## src/rtl/fetch_ctrl.sv

```systemverilog
// fetch_ctrl: IF-stage sequencing controller. Arbitrates sequential fetch,
// load-use stalls, taken-branch redirect + wrong-path flush, debug halt,
// and a fixed idle window after reset.
module fetch_ctrl #(
    parameter int RESET_HOLD  = 2,
    parameter int FLUSH_SLOTS = 2,
    parameter int MAX_STALL   = 4
) (
    input  logic        clk,
    input  logic        rst,
    input  logic        load_use_hazard,
    input  logic        branch_taken,
    input  logic [31:0] branch_target,
    input  logic        halt_req,
    input  logic        resume,
    output logic        pc_ctrl,
    output logic        pc_mux_ctrl,
    output logic [31:0] beq_address,
    output logic        ifid_write,
    output logic        ifid_flush,
    output logic        idex_bubble,
    output logic        stall_timeout,
    output logic [2:0]  fetch_state
);

    typedef enum logic [2:0] {
        S_INIT     = 3'd0,
        S_RUN      = 3'd1,
        S_REDIRECT = 3'd2,
        S_FLUSH    = 3'd3,
        S_HALT     = 3'd4
    } state_e;

    localparam int IW = (RESET_HOLD  < 1) ? 1 : $clog2(RESET_HOLD + 1);
    localparam int FW = (FLUSH_SLOTS < 1) ? 1 : $clog2(FLUSH_SLOTS + 1);
    localparam int SW = (MAX_STALL   < 1) ? 1 : $clog2(MAX_STALL + 1);

    localparam logic [IW-1:0] INIT_LAST  = IW'(RESET_HOLD - 1);
    localparam logic [FW-1:0] FLUSH_LAST = FW'(FLUSH_SLOTS - 1);
    localparam logic [SW-1:0] STALL_LAST = SW'(MAX_STALL - 1);
    localparam logic [SW-1:0] STALL_SAT  = SW'(MAX_STALL);

    state_e        state_q, state_d;
    logic [IW-1:0] init_cnt_q, init_cnt_d;
    logic [FW-1:0] flush_cnt_q, flush_cnt_d;
    logic [SW-1:0] stall_cnt_q, stall_cnt_d;
    logic          timeout_q, timeout_d;
    logic [31:0]   beq_q, beq_d;

    // Next-state and Mealy outputs; RUN reacts to hazards in the same cycle.
    always_comb begin
        state_d     = state_q;
        init_cnt_d  = init_cnt_q;
        flush_cnt_d = flush_cnt_q;
        stall_cnt_d = stall_cnt_q;
        timeout_d   = timeout_q;
        beq_d       = beq_q;
        pc_ctrl     = 1'b0;
        pc_mux_ctrl = 1'b0;
        ifid_write  = 1'b0;
        ifid_flush  = 1'b1;
        idex_bubble = 1'b1;
        case (state_q)
            S_INIT: begin
                if (init_cnt_q == INIT_LAST) begin
                    state_d    = S_RUN;
                    init_cnt_d = '0;
                end else begin
                    init_cnt_d = init_cnt_q + 1'b1;
                end
            end
            S_RUN: begin
                pc_ctrl     = 1'b1;
                ifid_write  = 1'b1;
                ifid_flush  = 1'b0;
                idex_bubble = 1'b0;
                if (branch_taken) begin
                    // Hazard here belongs to a wrong-path instruction: no stall.
                    beq_d       = branch_target;
                    state_d     = S_REDIRECT;
                    stall_cnt_d = '0;
                end else if (halt_req) begin
                    state_d     = S_HALT;
                    stall_cnt_d = '0;
                end else if (load_use_hazard) begin
                    pc_ctrl     = 1'b0;
                    ifid_write  = 1'b0;
                    idex_bubble = 1'b1;
                    if (stall_cnt_q != STALL_SAT)
                        stall_cnt_d = stall_cnt_q + 1'b1;
                    if (stall_cnt_q == STALL_LAST)
                        timeout_d = 1'b1;
                end else begin
                    stall_cnt_d = '0;
                end
            end
            S_REDIRECT: begin
                pc_ctrl     = 1'b1;
                pc_mux_ctrl = 1'b1;
                ifid_write  = 1'b1;
                if (FLUSH_SLOTS == 1) begin
                    state_d = S_RUN;
                end else begin
                    state_d     = S_FLUSH;
                    flush_cnt_d = FLUSH_LAST;
                end
            end
            S_FLUSH: begin
                pc_ctrl     = 1'b1;
                ifid_write  = 1'b1;
                idex_bubble = 1'b0;
                if (flush_cnt_q <= FW'(1)) begin
                    state_d     = S_RUN;
                    flush_cnt_d = '0;
                end else begin
                    flush_cnt_d = flush_cnt_q - 1'b1;
                end
            end
            S_HALT: begin
                if (resume)
                    state_d = S_RUN;
            end
            default: begin
                // Illegal encodings fall back to the reset idle window.
                state_d    = S_INIT;
                init_cnt_d = '0;
            end
        endcase
    end

    // State, counters, sticky timeout and latched branch target.
    always_ff @(posedge clk) begin
        if (rst) begin
            state_q     <= S_INIT;
            init_cnt_q  <= '0;
            flush_cnt_q <= '0;
            stall_cnt_q <= '0;
            timeout_q   <= 1'b0;
            beq_q       <= '0;
        end else begin
            state_q     <= state_d;
            init_cnt_q  <= init_cnt_d;
            flush_cnt_q <= flush_cnt_d;
            stall_cnt_q <= stall_cnt_d;
            timeout_q   <= timeout_d;
            beq_q       <= beq_d;
        end
    end

    assign beq_address   = beq_q;
    assign stall_timeout = timeout_q;
    assign fetch_state   = state_q;

endmodule

```

## config.mk

```make
export PLATFORM = sky130hd
export DESIGN_NAME = fetch_ctrl
export DESIGN_NICKNAME = d
export VERILOG_FILES = /design/src/rtl/fetch_ctrl.sv
export SDC_FILE = /design/constraint.sdc
export NUM_CORES = 1
export LEC_CHECK = 0
export CORE_ASPECT_RATIO = 1.5
export CORE_MARGIN = 5
export CORE_UTILIZATION = 45
export CTS_CLUSTER_DIAMETER = 200
export DETAILED_ROUTE_END_ITERATION = 8
export DONT_BUFFER_PORTS = 1
export SLEW_MARGIN = 40
export SYNTH_ARGS = -nofsm -noshare
export SYNTH_HDL_FRONTEND = slang
export SYNTH_SLANG_ARGS = --single-unit
```

## constraint.sdc

```tcl
create_clock -name clk -period 1.3 [get_ports clk]
set_input_delay 0.13 -clock clk [delete_from_list [all_inputs] [get_ports clk]]
set_output_delay 0.13 -clock clk [all_outputs]
set_load 0.02 [all_outputs]
```

# Yosys cells after proc, flatten, opt, wreduce, memory -nomap -nowiden

Cells that the tools add are included.
Widths: inputs -> output; s select.

Memories: 0
Input port bits: 38
Latch bits: 0
Logic and storage cells: 56
RAM bits: 0
Bits in read-only memories: 0
Register bits: 43

Add/sub/neg operators: 3
Multiply operators: 0
Reductions and logical operators: 8
Shift operators: 0
Muxes and demuxes: 24
Order comparisons: 1
Bitwise gates (word level): 2
Div/mod/pow operators: 0
Equality and inequality tests: 12

Operators with widths:

| kind                | number |
|---|---|
| $mux 3              | 9 |
| $pmux 3 s5          | 1 |
| $eq 3x2->1 const B  | 3 |
| $mux 1              | 8 |
| $pmux 2 s2          | 2 |
| $ne 2x2->1 const B  | 3 |
| $ne 3x3->1 const B  | 2 |
| $reduce_and 5->1    | 1 |
| $mux 2              | 2 |
| $ne 4x1->1 const B  | 1 |
| $pmux 1 s2          | 2 |
| $reduce_and 2->1    | 2 |
| $reduce_and 4->1    | 1 |
| $reduce_or 4->1     | 1 |
| $add 3x1->3 const B | 1 |
| $eq 3x1->1 const B  | 1 |
| $eq 3x3->1 const B  | 1 |
| $logic_not 3->1     | 1 |
| $add 2x1->2 const B | 1 |
| $eq 2x1->1 const B  | 1 |
| $le 2x1->1 const B  | 1 |
| $not 1->1           | 2 |
| $reduce_bool 2->1   | 1 |
| $reduce_or 2->1     | 1 |
| $sub 2x1->2 const B | 1 |

# Longest topological paths before layout

Gate-level depths: netlist of run 1.

Word-level depth: 5
Gate-level depth with buffers: 6
Gate-level depth less buffers: 5

# Least setup slack after synthesis of run 1

No wires, ideal clock.

Path type: flip-flop to output port
Start point: reg state_q[0] (netlist: fetch_state[0])
End point: out pc_ctrl
Stages on the path, launching flop included: 5
Data arrival time: 1.406 ns
Path slack: -0.236 ns
Cell sequence: dfxtp_1 clkbuf_1 a21oi_1 nor2_1 buf_4

Cells in the longest elaborated chain, start to end: 3

Ends and longest elaborated chain:

| item                      | line | source |
|---|---|---|
| start, declared           | 43   | `state_e state_q, state_d;` |
| start signal, assigned    | 141  | `state_q <= state_d;` |
| $eq 3x2->1                | --   |  |
| $reduce_or 2->1 (no line) | --   |  |
| $pmux 1 s2 (*)            | --   |  |
| end, declared             | 16   | `output logic pc_ctrl,` |

Mark *: on every way between the ends. The rest lies on a longest branch, timed or not.

# Worst setup path in the final report of run 1

Start point: reg state_q[1] (netlist: fetch_state[1])
End point: out pc_mux_ctrl

Cells in the longest elaborated chain, start to end: 2

Ends and longest elaborated chain:

| item          | line | source |
|---|---|---|
| $eq 3x2->1    | 63   | `case (state_q)` |
| $mux 1        | 63   |  |
| end, declared | 17   | `output logic pc_mux_ctrl,` |

No other way between the ends.

==> results.py, run 1 <==
metrics = {
    "synth": {
        "syn_nets": 255,
        "yosysUniqueCellTypes": 33,
        "synth_ff_type": "dfxtp_1",
        "synth_warnings": 0,
        "synth_edf_count": 0,
        "synth_seq_area_share_pct": 49.8,
        "syn_inst": 214,
        "ys_ff_latch": 43,
        "synthTopCellsByCount": "nand2_1, dfxtp_1, a21oi_1",
        "synth.most_common_cell": "nand2_1",
        "synthArstFlopShare_pct": 0,
        "syn-mean-instance-area_um2": 8.08,
        "syn-cell-area_um2": 1730,
        "synth_top_area_share_pct": 49.8,
        "yosys-top-cells-area": "dfxtp_1, nand2_1, a21oi_1, clkbuf_1, ha_1",
        "synth_top_area_cell": "dfxtp_1",
    },
    "finish": {
        "final_cells": 304,
        "multi_input_comb_area_um2": 1080,
        "drive_above_1_share_pct": 41.4,
        "finish.utilization_pct": 76.2,
        "syn_to_final_growth_pct": 62.3,
        "diodes": 0,
        "finalNetCount": 301,
        "fillers": 253,
        "ff_latch_area_um2": 873,
    },
    "clock_network": {
        "cts_tree": "done",
        "cts.sinks": 43,
        "clock_latency_ns": 0.29,
        "cts.reportedPaths.clkPinSlew_ns": 0.08,
        "clockRootBuffer": "clkbuf_8",
        "htreeDepth": 2,
        "cts_buffers": 5,
        "clockBufferDepth": 2,
    },
    "timing": {
        "fin_ws_ns": -0.125,
        "fin_crit_sh_pct": 110,
        "finalSetupTns_ns": -0.794,
        "relSlewSlack_pct": 65.5,
        "drv_slew": 0,
        "period_needed_ns": 1.43,
        "finalHoldViolCount": 0,
        "worst_pin_slew_ns": 0.516,
        "clock_skew_ns": 0.00387,
        "finalSetupViolations": 29,
        "fmax_mhz": 702,
        "rsz0062_at_grt": "yes",
    },
    "critical_path": {
        "critPathRequiredTime_ns": 1.17,
        "end_kind": "output port",
        "path_cells": "buf_8 > or2b_1 > nor2_1 > buf_4",
        "cp_data_arrival_time_ns": 1.30,
        "crit_fanout": 6,
        "cpPeakStageDelay_ns": 0.39,
        "path_class": "flip-flop to output port",
        "start_kind": "flip-flop",
        "cp_num_buf_inv": 2,
        "crit_slowest_cell": "dfxtp_4",
        "cpLargestDelayFamily": "flip-flops",
    },
    "floorplanning": {
        "num_rows": 27,
        "die-area_um2": 5210,
        "die_h_um": 85.9,
        "core_um2": 3680,
        "start_util_pct": 47.0,
        "ioPinCount": 79,
        "die_w_um": 60.6,
    },
    "job": {
        "cap_violations": 0,
    },
    "detailed_routing": {
        "drc_errors": 0,
        "avgRoutedWirePerCell_um": 19.4,
        "drt_iter0_drc": 87,
        "wl_um": 5900,
        "antenna_left": 0,
        "vias_per_cell": 5.75,
        "vias": 1748,
        "first_pass_iters": 4,
    },
    "pwr": {
        "p_int_mw": 2.80,
        "power_frac_comb_pct": 37.1,
        "p_per_area_nw_per_um2": 1570,
        "p_switching_mw": 1.62,
        "vdd_ir_drop_max_v": 0.00152,
        "pwr-share-clk_pct": 22.7,
        "power.leakage_nw": 1.05,
        "p_seq_share_pct": 40.2,
        "swShare_pct": 36.7,
    },
    "placed_design": {
        "dp_hpwl_um": 3020,
        "placed_cells_incl_taps": 252,
        "port-buffer-count": 0,
        "place.gp.congestion": 0.688,
    },
    "grt": {
        "grt_pass1_vias": 1576,
        "grt_use_total_pct": 18.0,
        "grt_max_degree": 44,
        "antenna_found_initial": 0,
        "gr-total-overflow": 0,
        "grt_pass1_wl_um": 7210,
    },
    "min_path": {
        "min_path_type": "input pin to flip-flop",
    },
    "run_status": {
        "status": "finished, violations left",
        "violations": "setup timing",
    },
}
==> cells by family after synthesis <==
family / Yosys count / share of synthesized area (%)
AOI/OAI and AO/OA: 51 / 16.2
adders and majority gates: 3 / 2.17
and+or+nand+nor: 92 / 24.7
DFF: 43 / 49.8
buffers and inverters: 24 / 6.66
xor gates and xnor gates: 1 / 0.507
==> repair_timing <==
item | in CTS | in global routing
gates resized for setup | 17 | 89
endpoints found under the setup margin | 7 | 42
endpoints found under the hold margin | 43 | 1
hold buffers | 34 | 1
gates cloned | 1 | 3
pin swaps | 2 | 21
setup buffers | 2 | 4
==> cell type report <==
type                       instances  area share (%)
sequential                        43            31.1
clock inverter                     1           0.178
inverter                           7            1.20
tap                               43            1.92
timing repair buffer              56            23.2
multi-input combinational        147            38.6
clock buffer                       7            3.83
==> cells in the final DEF, fill, tap and decap left out, drive strengths merged <==
cell type and n:
o211ai 1, or3b 1, clkbuf 9, or2b 1, a221oi 2, nand4bb 1
nand3 1, or4 1, ha 3, o31ai 1, nand4 2, nor3b 3
a211oi 2, nand3b 2, nor2b 1, nand2 69, xnor2 1, bufbuf 1
o21ai 3, dlygate4sd3 34, and3 1, nor2 5, nor4bb 1, a21oi 38
dfxtp 43, and4bb 1, inv 7, or3 2, clkinv 1, buf 19
a311oi 1, a31oi 3
==> metal layers <==
| layer | track usage [%] | up-vias | wire (um) |
|---|---|---|---|
| li1 | - | 812 | - |
| met1 | 18.5 | 848 | 2060 |
| met2 | 33.2 | 78 | 3260 |
| met3 | 5.57 | 10 | 460 |
| met4 | 5.72 | 0 | 116 |
| met5 | 0 | - | 0 |
==> power by group through the flow <==
stage          registers (mW)  logic [mW]  clock network (mW)
2_1_floorplan            1.79       0.727                   0
3_3_place_gp             1.79       0.944                   0
3_5_place_dp             1.80       0.993                   0
4_1_cts                  1.77        1.19                1.02
5_1_grt                  1.80        1.75                1.07
6_report                 1.78        1.64                1.00
==> stage by stage <==
stage / hold WS (ns) / total power [mW] / instance area, um^2 / setup slack [ns]
4_1_cts: 0.00116 / 3.98 / 2390 / -0.128
5_1_grt: 0.0201 / 4.62 / 2810 / -0.185
3_5_place_dp: 0.197 / 2.79 / 1820 / -0.183
6_report: 0.0203 / 4.41 / 2810 / -0.125
3_3_place_gp: 0.195 / 2.73 / 1820 / -0.0964
2_1_floorplan: 0.266 / 2.52 / 1740 / -0.176
==> final timing paths <==
path | slack (ns) | from | end | cells after the start
setup / recovery | -0.13 | fetch_state[1] | pc_mux_ctrl | 4
hold / removal | 0.02 | branch_taken | fetch_state[2] | 2
setup reg to reg | -0.11 | stall_cnt_q[1] | stall_cnt_q[2] | 4
hold reg to reg | 0.48 | init_cnt_q[1] | init_cnt_q[1] | 1
==> state kept, by name, summed over array words and instances, names as in the netlist <==
| register | flops |
|---|---|
| beq_address | 32 |
| fetch_state | 3 |
| flush_cnt_q | 2 |
| init_cnt_q | 2 |
| stall_timeout | 1 |
| stall_cnt_q | 3 |
No activity file was read; power rests on OpenSTA's default activity.
==> run 2: changes to the inputs <==
--- a/config.mk
+++ b/config.mk
@@ -6,7 +6,7 @@
 export NUM_CORES = 1
 export LEC_CHECK = 0
 export CORE_ASPECT_RATIO = 1.5
-export CORE_MARGIN = 5
+export CORE_MARGIN = 2
 export CORE_UTILIZATION = 45
 export CTS_CLUSTER_DIAMETER = 200
 export DETAILED_ROUTE_END_ITERATION = 8
==> run 2 against run 1 <==
Net effect: critical path depth unchanged; fmax up 1.3%; worst hold slack better by 0.0058 ns; sequential power about the same; via count down 3.3%; largest cell class unchanged; power down 1.1%; the flow still finishes with violations (setup timing); critical endpoint is now stall_cnt_q[2]; clock power about the same; non-clock buffer count up 3.
==> results.py, run 2 (synthesis gave the netlist of run 1 again) <==
metrics = {
    "run_status": {
        "status": "finished, violations left",
        "violations": "setup timing",
    },
    "detailed_routing": {
        "antenna_left": 0,
        "wl_um": 5020,
        "avgRoutedWirePerCell_um": 16.4,
        "vias_per_cell": 5.51,
        "first_pass_iters": 4,
        "drt_iter0_drc": 25,
        "drc_errors": 0,
        "vias": 1691,
    },
    "clock_network": {
        "cts.sinks": 43,
        "cts_buffers": 5,
        "cts.reportedPaths.clkPinSlew_ns": 0.08,
        "htreeDepth": 2,
        "clockBufferDepth": 2,
        "clockRootBuffer": "clkbuf_8",
        "clock_latency_ns": 0.29,
        "cts_tree": "done",
    },
    "finish": {
        "final_cells": 307,
        "finalNetCount": 304,
        "final_area_um2": 2760,
        "finish.utilization_pct": 74.9,
        "layout_commonest_cell": "nand2_1",
        "syn_to_final_growth_pct": 59.6,
        "drive_above_1_share_pct": 35.2,
        "layout_common_cells": "nand2_1, dfxtp_1, dlygate4sd3_1, a21oi_2, nand2_4",
        "diodes": 0,
        "largest_reg_flops": 32,
        "fillers": 262,
    },
    "placed_design": {
        "dpl_cell_area_um2": 1830,
        "placed_cells_incl_taps": 254,
        "preCtsSetupSlack_ns": -0.154,
        "place.gp.congestion": 0.775,
        "dp_hpwl_um": 2710,
        "port-buffer-count": 0,
    },
    "timing": {
        "finalHoldViolCount": 0,
        "rsz0062_at_grt": "yes",
        "worst_pin_slew_ns": 0.537,
        "drv_slew": 0,
        "fin_ws_ns": -0.107,
        "relSlewSlack_pct": 64.2,
        "fin_crit_sh_pct": 108,
        "whs_ns": 0.0260,
        "clock_skew_ns": 0.00715,
        "finalSetupViolations": 33,
        "finalSetupTns_ns": -1.31,
        "fmax_mhz": 711,
        "period_needed_ns": 1.41,
    },
    "critical_path": {
        "start_kind": "flip-flop",
        "cp_data_arrival_time_ns": 1.61,
        "path_class": "flip-flop to flip-flop",
        "crit_fanout": 2,
        "end_kind": "flip-flop",
        "critPathRequiredTime_ns": 1.50,
    },
    "pwr": {
        "power_frac_comb_pct": 36.1,
        "pwr-share-clk_pct": 23.6,
        "vdd_ir_drop_max_v": 0.00132,
        "swShare_pct": 35.5,
        "p_seq_share_pct": 40.3,
        "total_power_mw": 4.37,
        "p_int_mw": 2.82,
        "p_switching_mw": 1.55,
        "power.leakage_nw": 1.06,
        "p_per_area_nw_per_um2": 1580,
    },
    "floorplanning": {
        "die-area_um2": 4360,
        "start_util_pct": 47.0,
        "die_w_um": 54.6,
        "num_rows": 27,
        "ioPinCount": 79,
        "core_um2": 3680,
        "die_h_um": 79.9,
    },
    "grt": {
        "gr-usage-met1_pct": 19.8,
        "met2_usage_pct": 38.2,
        "grt_max_degree": 44,
        "gr-usage-met3_pct": 4.68,
        "antenna_found_initial": 0,
        "grt_pass1_vias": 1616,
        "grt_use_total_pct": 20.5,
        "top_usage_layer": "met2",
        "grt_pass1_wl_um": 6620,
        "gr-total-overflow": 0,
    },
    "job": {
        "cap_violations": 0,
    },
    "min_path": {
        "min_path_type": "input pin to flip-flop",
    },
}
-- run 2: cell count changes in the layout (fill, tap and decap cells not counted), sizes merged --
cell    previous run  this run
buf               19        22
bufinv             0         1
clkbuf             9         7
clkinv             1         2
-- run 2: final timing paths --
| kind | startpoint | to | slack [ns] | cells past startpoint |
|---|---|---|---|---|
| worst max-delay path | stall_cnt_q[0] | stall_cnt_q[2] | -0.11 | 4 |
| worst min-delay path | branch_taken | fetch_state[2] | 0.03 | 2 |
| worst min register to register | flush_cnt_q[0] | flush_cnt_q[0] | 0.50 | 2 |
| worst max register to register | stall_cnt_q[0] | stall_cnt_q[2] | -0.11 | 4 |
-- run 2: what timing repair did --
action,CTS,global route
hold buffers,35,0
pin swaps,4,38
gates resized for setup,15,74
endpoints found under the setup margin,8,33
buffers inserted,4,1
gates cloned,1,4
endpoints found under the hold margin,43,0
-- run 2: worst max-delay path: stages (launching register included) --
cell	delay, ns
dfxtp_2	0.35
ha_2	0.19
ha_4	0.19
or4_1	0.51
o31ai_1	0.08
-- run 2: routing by layer --
| layer | vias up | wire, um |
|---|---|---|
| li1 | 810 | - |
| met1 | 814 | 1840 |
| met2 | 59 | 2890 |
| met3 | 8 | 227 |
| met4 | 0 | 67 |
| met5 | - | 0 |
-- run 2: power groups by stage --
stage,combinational [mW],sequential [mW],clock (mW)
CTS,1.22,1.76,1.05
global route,1.69,1.78,1.10
finish,1.57,1.76,1.03
floorplan,0.727,1.79,0
global placement,0.957,1.79,0
detailed placement,0.985,1.80,0
-- run 2: cell type report --
type                            instances  area (um^2)  share of cell area (%)
Clock buffer                            5         68.8                    2.49
Clock inverter                          3         43.8                    1.59
Inverter                                7         33.8                    1.22
Multi-Input combinational cell        147         1020                    37.0
Sequential cell                        43          872                    31.6
Tap cell                               43         53.8                    1.95
Timing Repair Buffer                   59          667                    24.2
==> run 3: changes to the inputs <==
--- a/config.mk
+++ b/config.mk
@@ -11,6 +11,7 @@
 export CTS_CLUSTER_DIAMETER = 200
 export DETAILED_ROUTE_END_ITERATION = 8
 export DONT_BUFFER_PORTS = 1
+export GPL_TIMING_DRIVEN = 0
 export SLEW_MARGIN = 40
 export SYNTH_ARGS = -nofsm -noshare
 export SYNTH_HDL_FRONTEND = slang
==> run 3 against run 2 <==
Net effect: the flow still finishes with violations (setup timing); register-to-register slack lost 0.11 ns; via count shrank 0.77%; sequential share of layout area up 1.1 points; wire length is 3.9% higher; critical endpoint unchanged; largest cell class unchanged.
==> results.py, run 3 (synthesis gave the netlist of run 1 again) <==
metrics = {
    "floorplanning": {
        "die_w_um": 54.6,
        "core_um2": 3680,
        "num_rows": 27,
        "ioPinCount": 79,
        "die-area_um2": 4360,
        "die_h_um": 79.9,
        "start_util_pct": 47.0,
    },
    "finish": {
        "largest_reg_flops": 32,
        "finalNetCount": 304,
        "drive_above_1_share_pct": 36.0,
        "final_cells": 307,
        "syn_to_final_growth_pct": 54.3,
        "finish.utilization_pct": 72.4,
        "layout_commonest_cell": "nand2_1",
        "layout_common_cells": "nand2_1, dfxtp_1, dlygate4sd3_1, a21oi_2, nand2_4",
        "diodes": 0,
    },
    "timing": {
        "fmax_mhz": 659,
        "worst_pin_slew_ns": 0.682,
        "fin_ws_ns": -0.217,
        "finalHoldViolCount": 0,
        "fin_crit_sh_pct": 117,
        "drv_slew": 0,
        "relSlewSlack_pct": 54.5,
        "finalSetupViolations": 40,
        "rsz0062_at_grt": "yes",
        "period_needed_ns": 1.52,
        "clock_skew_ns": 0.00457,
    },
    "placed_design": {
        "dp_hpwl_um": 3010,
        "port-buffer-count": 0,
        "place.gp.congestion": 0.706,
        "placed_cells_incl_taps": 257,
    },
    "critical_path": {
        "path_cells": "buf_6 > nor3b_4 > inv_2 > or4_1 > o31ai_1",
        "path_class": "flip-flop to flip-flop",
        "rr_startpoint": "fetch_state[1]",
        "cpPeakStageDelay_ns": 0.49,
        "critPathRequiredTime_ns": 1.50,
        "r2r_end": "stall_cnt_q[2]",
        "reg2reg_depth": 5,
        "start_kind": "flip-flop",
        "crit_fanout": 7,
        "crit_slowest_cell": "or4_1",
        "cp_data_arrival_time_ns": 1.72,
        "end_kind": "flip-flop",
        "r2r_setup_slack_ns": -0.22,
    },
    "clock_network": {
        "clock_latency_ns": 0.29,
        "htreeDepth": 2,
        "cts.reportedPaths.clkPinSlew_ns": 0.08,
        "cts_tree": "done",
        "cts.sinks": 43,
        "clockBufferDepth": 2,
        "cts_buffers": 5,
        "clockRootBuffer": "clkbuf_8",
    },
    "detailed_routing": {
        "first_pass_iters": 6,
        "drt_iter0_drc": 37,
        "antenna_left": 0,
        "avgRoutedWirePerCell_um": 17.0,
        "vias_per_cell": 5.47,
        "vias": 1678,
        "wl_um": 5220,
        "drc_errors": 0,
    },
    "min_path": {
        "min_delay_path_depth": 2,
        "hp-start": "branch_taken",
        "worstHoldEndpoint": "fetch_state[2]",
        "min_path_type": "input pin to flip-flop",
    },
    "grt": {
        "antenna_found_initial": 0,
        "grt_max_degree": 14,
        "gr-total-overflow": 0,
        "grt_use_total_pct": 21.5,
        "grt_pass1_vias": 1592,
        "grt_pass1_wl_um": 6840,
    },
    "job": {
        "cap_violations": 0,
    },
    "pwr": {
        "vdd_ir_drop_max_v": 0.00126,
        "p_per_area_nw_per_um2": 1580,
        "power.leakage_nw": 1.02,
    },
    "run_status": {
        "violations": "setup timing",
        "status": "finished, violations left",
    },
}
## run 3: cell types whose count changed in the layout (fill, tap and decap cells not counted), moves of 3 or more
cell      delta
buf_4        -6
clkbuf_1     +6
a21oi_1      -5
nand2_1      -5
nand2_2      +5
a21oi_2      +4
buf_12       -3
buf_8        +3
dfxtp_2      -3
## run 3: area by class of cell
cell class	instances	area, um^2
multi-input combinational	147	1060
fill	272	1010
sequential	43	872
timing repair buffer	44	442
buffer	15	130
clock buffer	6	72.6
tap	43	53.8
inverter	7	26.3
clock inverter	2	11.3
## run 3: worst max-delay path by stage
stage | startpoint | to | cells past startpoint
floorplan | fetch_state[1] | stall_cnt_q[2] | 5
global placement | fetch_state[1] | stall_cnt_q[2] | 5
detailed placement | fetch_state[1] | stall_cnt_q[2] | 5
CTS | fetch_state[1] | stall_cnt_q[2] | 5
global route | fetch_state[1] | stall_cnt_q[2] | 5
finish | fetch_state[1] | stall_cnt_q[2] | 5
## run 3: metal layers
| layer | vias to the layer above | GRT usage, % | wire length (um) |
|---|---|---|---|
| li1 | 806 | - | - |
| met1 | 791 | 20.6 | 1860 |
| met2 | 69 | 39.0 | 2940 |
| met3 | 12 | 5.24 | 321 |
| met4 | 0 | 12.0 | 102 |
| met5 | - | 0 | 0 |
## run 3: repair_timing
action | CTS | global route
hold buffers | 34 | 0
gates cloned | 1 | 2
gates resized for setup | 15 | 97
buffers inserted | 3 | 4
endpoints found under the hold margin | 34 | 0
setup endpoints to repair | 37 | 43
pin swaps | 4 | 56
## run 3: critical path, delay by kind of cell, from the launching register on
| kind | cells | cell delay [ns] |
|---|---|---|
| and+or+nand+nor | 2 | 0.70 |
| DFF | 1 | 0.38 |
| buffers and inverters | 2 | 0.26 |
| AOI/OAI and AO/OA | 1 | 0.08 |
## run 3: metrics by stage
stage	hold WS, ns	instance area, um^2	setup WS (ns)	TNS [ns]	total power, mW
after floorplan	0.266	1740	-0.176	-0.212	2.52
after global placement	0.268	1790	-0.286	-3.81	2.65
after detailed placement	0.272	1790	-0.294	-4.94	2.69
after CTS	0.0152	2280	-0.207	-2.58	3.73
after global routing	0.0368	2670	-0.272	-5.61	4.42
final	0.0376	2670	-0.217	-3.75	4.21
## run 3: power breakdown
part	leakage, nW	internal, mW	switching (mW)
logic	0.618	0.712	0.836
registers	0.351	1.50	0.338
clock network	0.0455	0.377	0.446
total	1.02	2.59	1.62
